<file path="config.mk">
export PLATFORM = sky130hd
export DESIGN_NAME = spi_reg_slave_flat
export DESIGN_NICKNAME = d
export VERILOG_FILES = /design/src/rtl/spi_reg_pkg.sv /design/src/rtl/spi_reg_slave_if.sv /design/src/rtl/spi_sync_edge.sv /design/src/rtl/spi_reg_slave.sv /design/src/flat_wrapper.sv
export SDC_FILE = /design/constraint.sdc
export NUM_CORES = 1
export LEC_CHECK = 0
export ABC_AREA = 1
export BUFFER_PORTS_ARGS = -buffer_cell sky130_fd_sc_hd__buf_2
export CAP_MARGIN = 20
export CORE_ASPECT_RATIO = 0.75
export CORE_MARGIN = 3
export CORE_UTILIZATION = 45
export DETAILED_ROUTE_END_ITERATION = 8
export GPL_TIMING_DRIVEN = 0
export PLACE_DENSITY = 0.71
export SKIP_LAST_GASP = 1
export SYNTH_ARGS = -nofsm -noshare
export SYNTH_HDL_FRONTEND = slang
export SYNTH_HIERARCHICAL = 1
export SYNTH_SLANG_ARGS = --single-unit
</file>
<file path="constraint.sdc">
create_clock -name clk -period 1.55 [get_ports clk]
set_input_delay 0.465 -clock clk [delete_from_list [all_inputs] [get_ports clk]]
set_output_delay 0.465 -clock clk [all_outputs]
set_load 0.05 [all_outputs]
</file>
<file path="src/rtl/spi_reg_pkg.sv">
// Shared constants and state type for the SPI register slave.
package spi_reg_pkg;

  localparam logic [7:0] OP_WRITE  = 8'h40;
  localparam logic [7:0] OP_READ   = 8'h41;
  localparam logic [7:0] ADDR_ID   = 8'h00;
  localparam logic [7:0] ADDR_TD0  = 8'h01;
  localparam logic [7:0] ADDR_TD1  = 8'h02;
  localparam logic [7:0] ADDR_FCNT = 8'h7F;
  localparam logic [7:0] ID_VALUE  = 8'hA5;
  localparam int unsigned FRAME_BITS = 24;

  typedef enum logic [2:0] {
    ST_IDLE,
    ST_CMD,
    ST_ADDR,
    ST_DATA,
    ST_DONE
  } state_t;

endpackage

</file>
<file path="src/rtl/spi_reg_slave_if.sv">
// SPI pin bundle between an external master and the register slave.
interface spi_reg_slave_if;
  logic sclk_i;
  logic csn_i;
  logic mosi_i;
  logic miso_o;

  modport slave  (input  sclk_i, csn_i, mosi_i, output miso_o);
  modport master (output sclk_i, csn_i, mosi_i, input  miso_o);
endinterface

</file>
<file path="src/rtl/spi_sync_edge.sv">
// Multi-stage synchroniser with rise/fall detection on the synchronised level.
module spi_sync_edge #(
  parameter int unsigned STAGES  = 2,
  parameter logic        RST_VAL = 1'b0
) (
  input  logic clk,
  input  logic rstn,
  input  logic d,
  output logic rise,
  output logic fall
);

  logic [STAGES-1:0] chain;
  logic              prev;

  always_ff @(posedge clk or negedge rstn) begin
    if (!rstn) begin
      chain <= {STAGES{RST_VAL}};
      prev  <= RST_VAL;
    end else begin
      chain <= {chain[STAGES-2:0], d};
      prev  <= chain[STAGES-1];
    end
  end

  assign rise = chain[STAGES-1] & ~prev;
  assign fall = ~chain[STAGES-1] & prev;

endmodule

</file>
<file path="src/rtl/spi_reg_slave.sv">
// SPI mode-0 register slave, oversampled in the clk domain; 24-bit opcode/address/data frames.
// Optional frame counter at 0x7F enabled by defining SPI_FRAME_CNT_EN.
module spi_reg_slave
  import spi_reg_pkg::*;
#(
  parameter int unsigned NUM_REGS    = 8,
  parameter int unsigned SYNC_STAGES = 2
) (
  input  logic            clk,
  input  logic            rstn,
  input  logic [7:0]      td0,
  input  logic [7:0]      td1,
  spi_reg_slave_if.slave  spi
);

  localparam int unsigned IDX_W = $clog2(NUM_REGS);

  logic sclk_rise, sclk_fall, csn_rise, csn_fall;
  logic [SYNC_STAGES-1:0] mosi_sync;
  logic mosi_s;

  state_t     state;
  logic [4:0] cnt;
  logic [7:0] op_r, addr_r, data_r, tx_sr, rd_byte;
  logic       load_rd, wr_pend, miso_r, last_rise;
  logic [7:0] regs [NUM_REGS];

  spi_sync_edge #(.STAGES(SYNC_STAGES), .RST_VAL(1'b0)) u_sclk (
    .clk(clk), .rstn(rstn), .d(spi.sclk_i), .rise(sclk_rise), .fall(sclk_fall)
  );

  spi_sync_edge #(.STAGES(SYNC_STAGES), .RST_VAL(1'b1)) u_csn (
    .clk(clk), .rstn(rstn), .d(spi.csn_i), .rise(csn_rise), .fall(csn_fall)
  );

  // Same depth as the sclk chain so mosi lines up with the detected rising edge.
  always_ff @(posedge clk or negedge rstn) begin
    if (!rstn) mosi_sync <= '0;
    else       mosi_sync <= {mosi_sync[SYNC_STAGES-2:0], spi.mosi_i};
  end
  assign mosi_s = mosi_sync[SYNC_STAGES-1];

  assign last_rise = (state == ST_DATA) && sclk_rise && !csn_rise &&
                     (cnt == 5'(FRAME_BITS - 1));

`ifdef SPI_FRAME_CNT_EN
  logic [7:0] fcnt;
  logic       op_valid;
  assign op_valid = (op_r == OP_READ) || (op_r == OP_WRITE);

  always_ff @(posedge clk or negedge rstn) begin
    if (!rstn)                      fcnt <= '0;
    else if (last_rise && op_valid) fcnt <= fcnt + 8'd1;
  end
`endif

  always_comb begin
    rd_byte = '0;
    if (addr_r[7]) begin
      rd_byte = regs[addr_r[IDX_W-1:0]];
    end else begin
      case (addr_r)
        ADDR_ID:   rd_byte = ID_VALUE;
        ADDR_TD0:  rd_byte = td0;
        ADDR_TD1:  rd_byte = td1;
`ifdef SPI_FRAME_CNT_EN
        ADDR_FCNT: rd_byte = fcnt;
`endif
        default:   rd_byte = '0;
      endcase
    end
  end

  always_ff @(posedge clk or negedge rstn) begin
    if (!rstn) begin
      state   <= ST_IDLE;
      cnt     <= '0;
      op_r    <= '0;
      addr_r  <= '0;
      data_r  <= '0;
      tx_sr   <= '0;
      load_rd <= 1'b0;
      wr_pend <= 1'b0;
      miso_r  <= 1'b0;
      for (int unsigned i = 0; i < NUM_REGS; i++) regs[i] <= '0;
    end else begin
      // The write commits outside the state case so a quick csn release cannot lose it.
      if (wr_pend) regs[addr_r[IDX_W-1:0]] <= data_r;
      wr_pend <= 1'b0;
      load_rd <= 1'b0;
      if (csn_rise) begin
        state  <= ST_IDLE;
        cnt    <= '0;
        miso_r <= 1'b0;
      end else begin
        case (state)
          ST_IDLE: if (csn_fall) begin
            state  <= ST_CMD;
            cnt    <= '0;
            miso_r <= 1'b0;
          end
          ST_CMD: if (sclk_rise) begin
            op_r <= {op_r[6:0], mosi_s};
            cnt  <= cnt + 5'd1;
            if (cnt == 5'd7) state <= ST_ADDR;
          end
          ST_ADDR: if (sclk_rise) begin
            addr_r <= {addr_r[6:0], mosi_s};
            cnt    <= cnt + 5'd1;
            if (cnt == 5'd15) begin
              state   <= ST_DATA;
              load_rd <= 1'b1;
            end
          end
          ST_DATA: begin
            // Bit 7 must survive the falling edge right after the 16th rise, so shifting starts after the 17th.
            if (load_rd && op_r == OP_READ) begin
              miso_r <= rd_byte[7];
              tx_sr  <= {rd_byte[6:0], 1'b0};
            end else if (sclk_fall && cnt > 5'd16) begin
              miso_r <= tx_sr[7];
              tx_sr  <= {tx_sr[6:0], 1'b0};
            end
            if (sclk_rise) begin
              data_r <= {data_r[6:0], mosi_s};
              cnt    <= cnt + 5'd1;
              if (last_rise) begin
                state   <= ST_DONE;
                miso_r  <= 1'b0;
                wr_pend <= (op_r == OP_WRITE) && addr_r[7];
              end
            end
          end
          ST_DONE: miso_r <= 1'b0;
          default: state <= ST_IDLE;
        endcase
      end
    end
  end

  assign spi.miso_o = miso_r;

endmodule

</file>
<file path="src/flat_wrapper.sv">
// flat-port wrapper written by rule: the top's interface ports become plain ports
module spi_reg_slave_flat import spi_reg_pkg::*;
#(
  parameter int unsigned NUM_REGS    = 8,
  parameter int unsigned SYNC_STAGES = 2
)
  (clk, rstn, td0, td1, spi_sclk_i, spi_csn_i, spi_mosi_i, spi_miso_o);
  spi_reg_slave_if spi_i ();
  input  logic clk;
  input  logic rstn;
  input  logic [7:0] td0;
  input  logic [7:0] td1;
  input wire logic [$bits(spi_i.sclk_i)-1:0] spi_sclk_i;
  input wire logic [$bits(spi_i.csn_i)-1:0] spi_csn_i;
  input wire logic [$bits(spi_i.mosi_i)-1:0] spi_mosi_i;
  output wire logic [$bits(spi_i.miso_o)-1:0] spi_miso_o;
  assign spi_i.sclk_i = spi_sclk_i;
  assign spi_i.csn_i = spi_csn_i;
  assign spi_i.mosi_i = spi_mosi_i;
  assign spi_miso_o = spi_i.miso_o;
  spi_reg_slave #(.NUM_REGS(NUM_REGS), .SYNC_STAGES(SYNC_STAGES)) u_core (.clk(clk), .rstn(rstn), .td0(td0), .td1(td1), .spi(spi_i));
endmodule
</file>
==> impl_results.md <==
- Vias per inst: 5.55
- Multi-input gate area: 0.00234 mm^2
- Crit share post-route: 108%
- Worst-Skew Late Latency: 0.41 ns
- Top-count cell post-synth: nand2_1
- First-pass GRT wire length: 23.1 mm
- Crit path DAT: 1.99 ns
- Worst setup margin: -0.125 ns
- Routed WL per cell: 17.5 um
- Final hold violations: 0
- Share of layout cells above drive strength 1: 27.9%
- R2R cell count: 11
- Reg area: 0.00286 mm^2
- Max_cap viols: 0
- # rows: 33
- Post-synth top area share: 52.9%
- Final core utilization: 60.5%
- Area added between synthesis and finish: 28.5%
- RSZ-0062 raised after global routing: yes
- Failing checks: setup timing
- Syn Inst Count: 635
- Status: finished, violations left
- Peak supply drop: 1.02 mV
- Chip height: 99.5 um
- Hold slack final: 0.0424 ns
- Initial Utilization: 47.1%
- TritonRoute pass-1 iters: 6
- Via count: 4759
- Synth Net Count: 659
- Part of the power in registers: 31.4%
- Hold Crit Class: input port to asynchronous set/reset pin
- Die ar.: 0.0130 mm^2
- Synth async-reset ratio: 100%
- CTS clk-pin slew, worst paths: 0.07 ns
- FF-to-FF End: u_core/state[0]$_DFFE_PN0P_
- Leakage power: 0.00313 uW
- Worst-Margin Slew: 0.615 ns
- CTS tree: done
- Sw Ratio: 37.4%
- Power per cell area: 1670 mW/mm^2
- Crit path kind: flip-flop to flip-flop
- # fillers: 908
- All-Layer GR Usage: 23.1%
- RR Startpoint: u_core/cnt[0]$_DFFE_PN0P_
- Synth top area cells: dfrtp_1, nand2_1, o21ai_0
- Tot Pwr: 11300 uW
- Slew Viols, Final: 0
- Antenna Nets Post-Route: 0
- Grt met1 use: 34.0%
- GRT busiest layer: met1
- Critical Path RT: 1.86 ns
- CP Launch Type: flip-flop
- Final setup violation count: 20
- Core Area: 0.0111 mm^2
- FMAX: 597 MHz
- Post-synth top cells: nand2_1, dfrtp_1, o21ai_0
- Clk pwr share: 35.0%
- Post-CTS Hold Buffers: 0
- Combinational share of power: 33.6%
- Setup TNS: -1.20 ns
- Number of diodes: 0
- Slew Limit Headroom: 59.0%
- Post-synth cell types: 33
- Post-synth EDFFs: 0
- Met3 usage: 6.60%
- Clock tree root driver cell: clkbuf_16
- Maximum root-to-sink buffer count: 2
- Switching Power: 4220 uW
- Post-route DRC: 0
- Input/output buffers: 21
- Total gr overflow: 0
- Crit. End Element: flip-flop
- Leading area contributor after synthesis: dfrtp_1
- Routed wire length: 15.0 mm
- Main synth FF type: dfrtp_1
- Met2 global-route usage: 33.1%
- Clk sinks: 114
- Chip width: 131 um
- Top Ports: 22
- Layout Nets: 728
- HPWL after DPL: 9.45 mm
- DR iter-0 viols: 509
- Vias in the first global route: 4539
- Initial antenna violation count: 0
- Yosys reg bits: 114
- Synth warnings: 6
- CTS Buf Count: 17
- Cell Int Power: 7050 uW
- Final GP Congestion: 0.895
- Htree depth: 4
- Worst R2R Setup Slack: -0.12 ns
- Largest net degree at the start of global routing: 75
- Post-route minimum period: 1.67 ns
- Worst-path fanout max: 3
- Synthesized area: 0.00525 mm^2
- Clock Skew: 0.0134 ns
- Sequential-to-total area share from yosys stat: 54.4%
- Syn Area/Cell: 8.27 um^2
==> area by class of cell <==
cell class              instances  area share, %
flip-flops and latches        114           42.4
multi-input cells             444           34.7
clock buffers                  17           6.31
repair buffers                 53           5.75
inverters                      55           3.28
well taps                     140           2.60
plain buffers                  19           2.52
clock inverters                15           2.49
==> placed cells by master, fill, tap and decap left out, drive strengths merged <==
master	instances
dfrtp	111
clkinv	1
nand3	23
nand2	171
buf	67
nor3	5
nor4	1
nor3b	1
nor2	75
or2	4
mux2	3
o22ai	1
o21ai	119
o211ai	5
a22oi	2
ha	3
a21oi	20
bufinv	2
clkbuf	22
inv	65
dfstp	3
nand4	6
nand3b	4
o31ai	1
clkinvlp	2
==> worst max-delay path, stage by stage (launching register included) <==
cell and delay, ns:
dfrtp_1 0.39, ha_2 0.21, nand2_2 0.06, buf_4 0.15, nor2_1 0.19, nand3_4 0.13, nand2_2 0.10, o21ai_2 0.06
inv_2 0.08, nand2_1 0.09, nand2_1 0.07, nand2_1 0.05
==> stage by stage <==
step                cell area, um^2  setup slack, ns  cells
finish                         6740           -0.125    857
global route                   6740           -0.224    857
CTS                            6360           -0.135    841
detailed placement             5560           -0.304    797
global placement               5530            -1.31    796
floorplan                      5250          0.00168    635
==> layer usage <==
| metal | wire length [um] | share of wire (%) |
|---|---|---|
| met1 | 6890 | 46 |
| met2 | 6630 | 44 |
| met3 | 1140 | 7.6 |
| met4 | 345 | 2.3 |
| met5 | 0 | 0 |
==> sequential cells by signal, summed over array words and instances (netlist names) <==
signal,flops
u_core/regs,64
u_core/addr_r,8
u_core/data_r,8
u_core/op_r,8
u_core/tx_sr,7
u_core/cnt,5
u_core/state,3
u_core/mosi_sync,2
u_core/u_csn/chain,2
u_core/u_sclk/chain,2
u_core/load_rd,1
u_core/spi.miso_o,1
u_core/u_csn/prev,1
u_core/u_sclk/prev,1
u_core/wr_pend,1
==> power groups by stage <==
stage / sequential (uW) / combinational (uW) / clock, uW
6_report: 3540 / 3780 / 3950
5_1_grt: 3570 / 4060 / 4150
4_1_cts: 3470 / 2980 / 3970
3_5_place_dp: 3500 / 2670 / 0
3_3_place_gp: 3480 / 2580 / 0
2_1_floorplan: 3440 / 1850 / 0
==> what timing repair did <==
action | 4_1_cts | 5_1_grt
pin swaps | 16 | 31
gates resized for setup | 48 | 106
setup buffers | 14 | 13
cloned | 1 | 3
endpoints found under the setup margin | 92 | 78
==> worst max path at each step <==
stage                                        to                         start  depth (start not counted)  slack, ns
floorplan           u_core/state[0]$_DFFE_PN0P_   u_core/u_csn/prev$_DFF_PN1_                         11      0.002
global placement    u_core/regs[14]$_DFFE_PN0P_                          rstn                          1      -1.31
detailed placement  u_core/tx_sr[7]$_DFFE_PN0P_  u_core/addr_r[0]$_DFFE_PN0P_                          9      -0.30
CTS                 u_core/tx_sr[7]$_DFFE_PN0P_  u_core/addr_r[0]$_DFFE_PN0P_                          9      -0.13
global route        u_core/state[0]$_DFFE_PN0P_     u_core/cnt[0]$_DFFE_PN0P_                         11      -0.22
finish              u_core/state[0]$_DFFE_PN0P_     u_core/cnt[0]$_DFFE_PN0P_                         11      -0.12
==> cells by family after synthesis <==
| group | synth area share (%) |
|---|---|
| and+or+nand+nor | 23.6 |
| AOI/OAI and AO/OA | 14.7 |
| DFF | 54.4 |
| buffers and inverters | 5.96 |
| muxes | 0.644 |
| adders and majority gates | 0.715 |
Power figures use the tool's default switching activity.
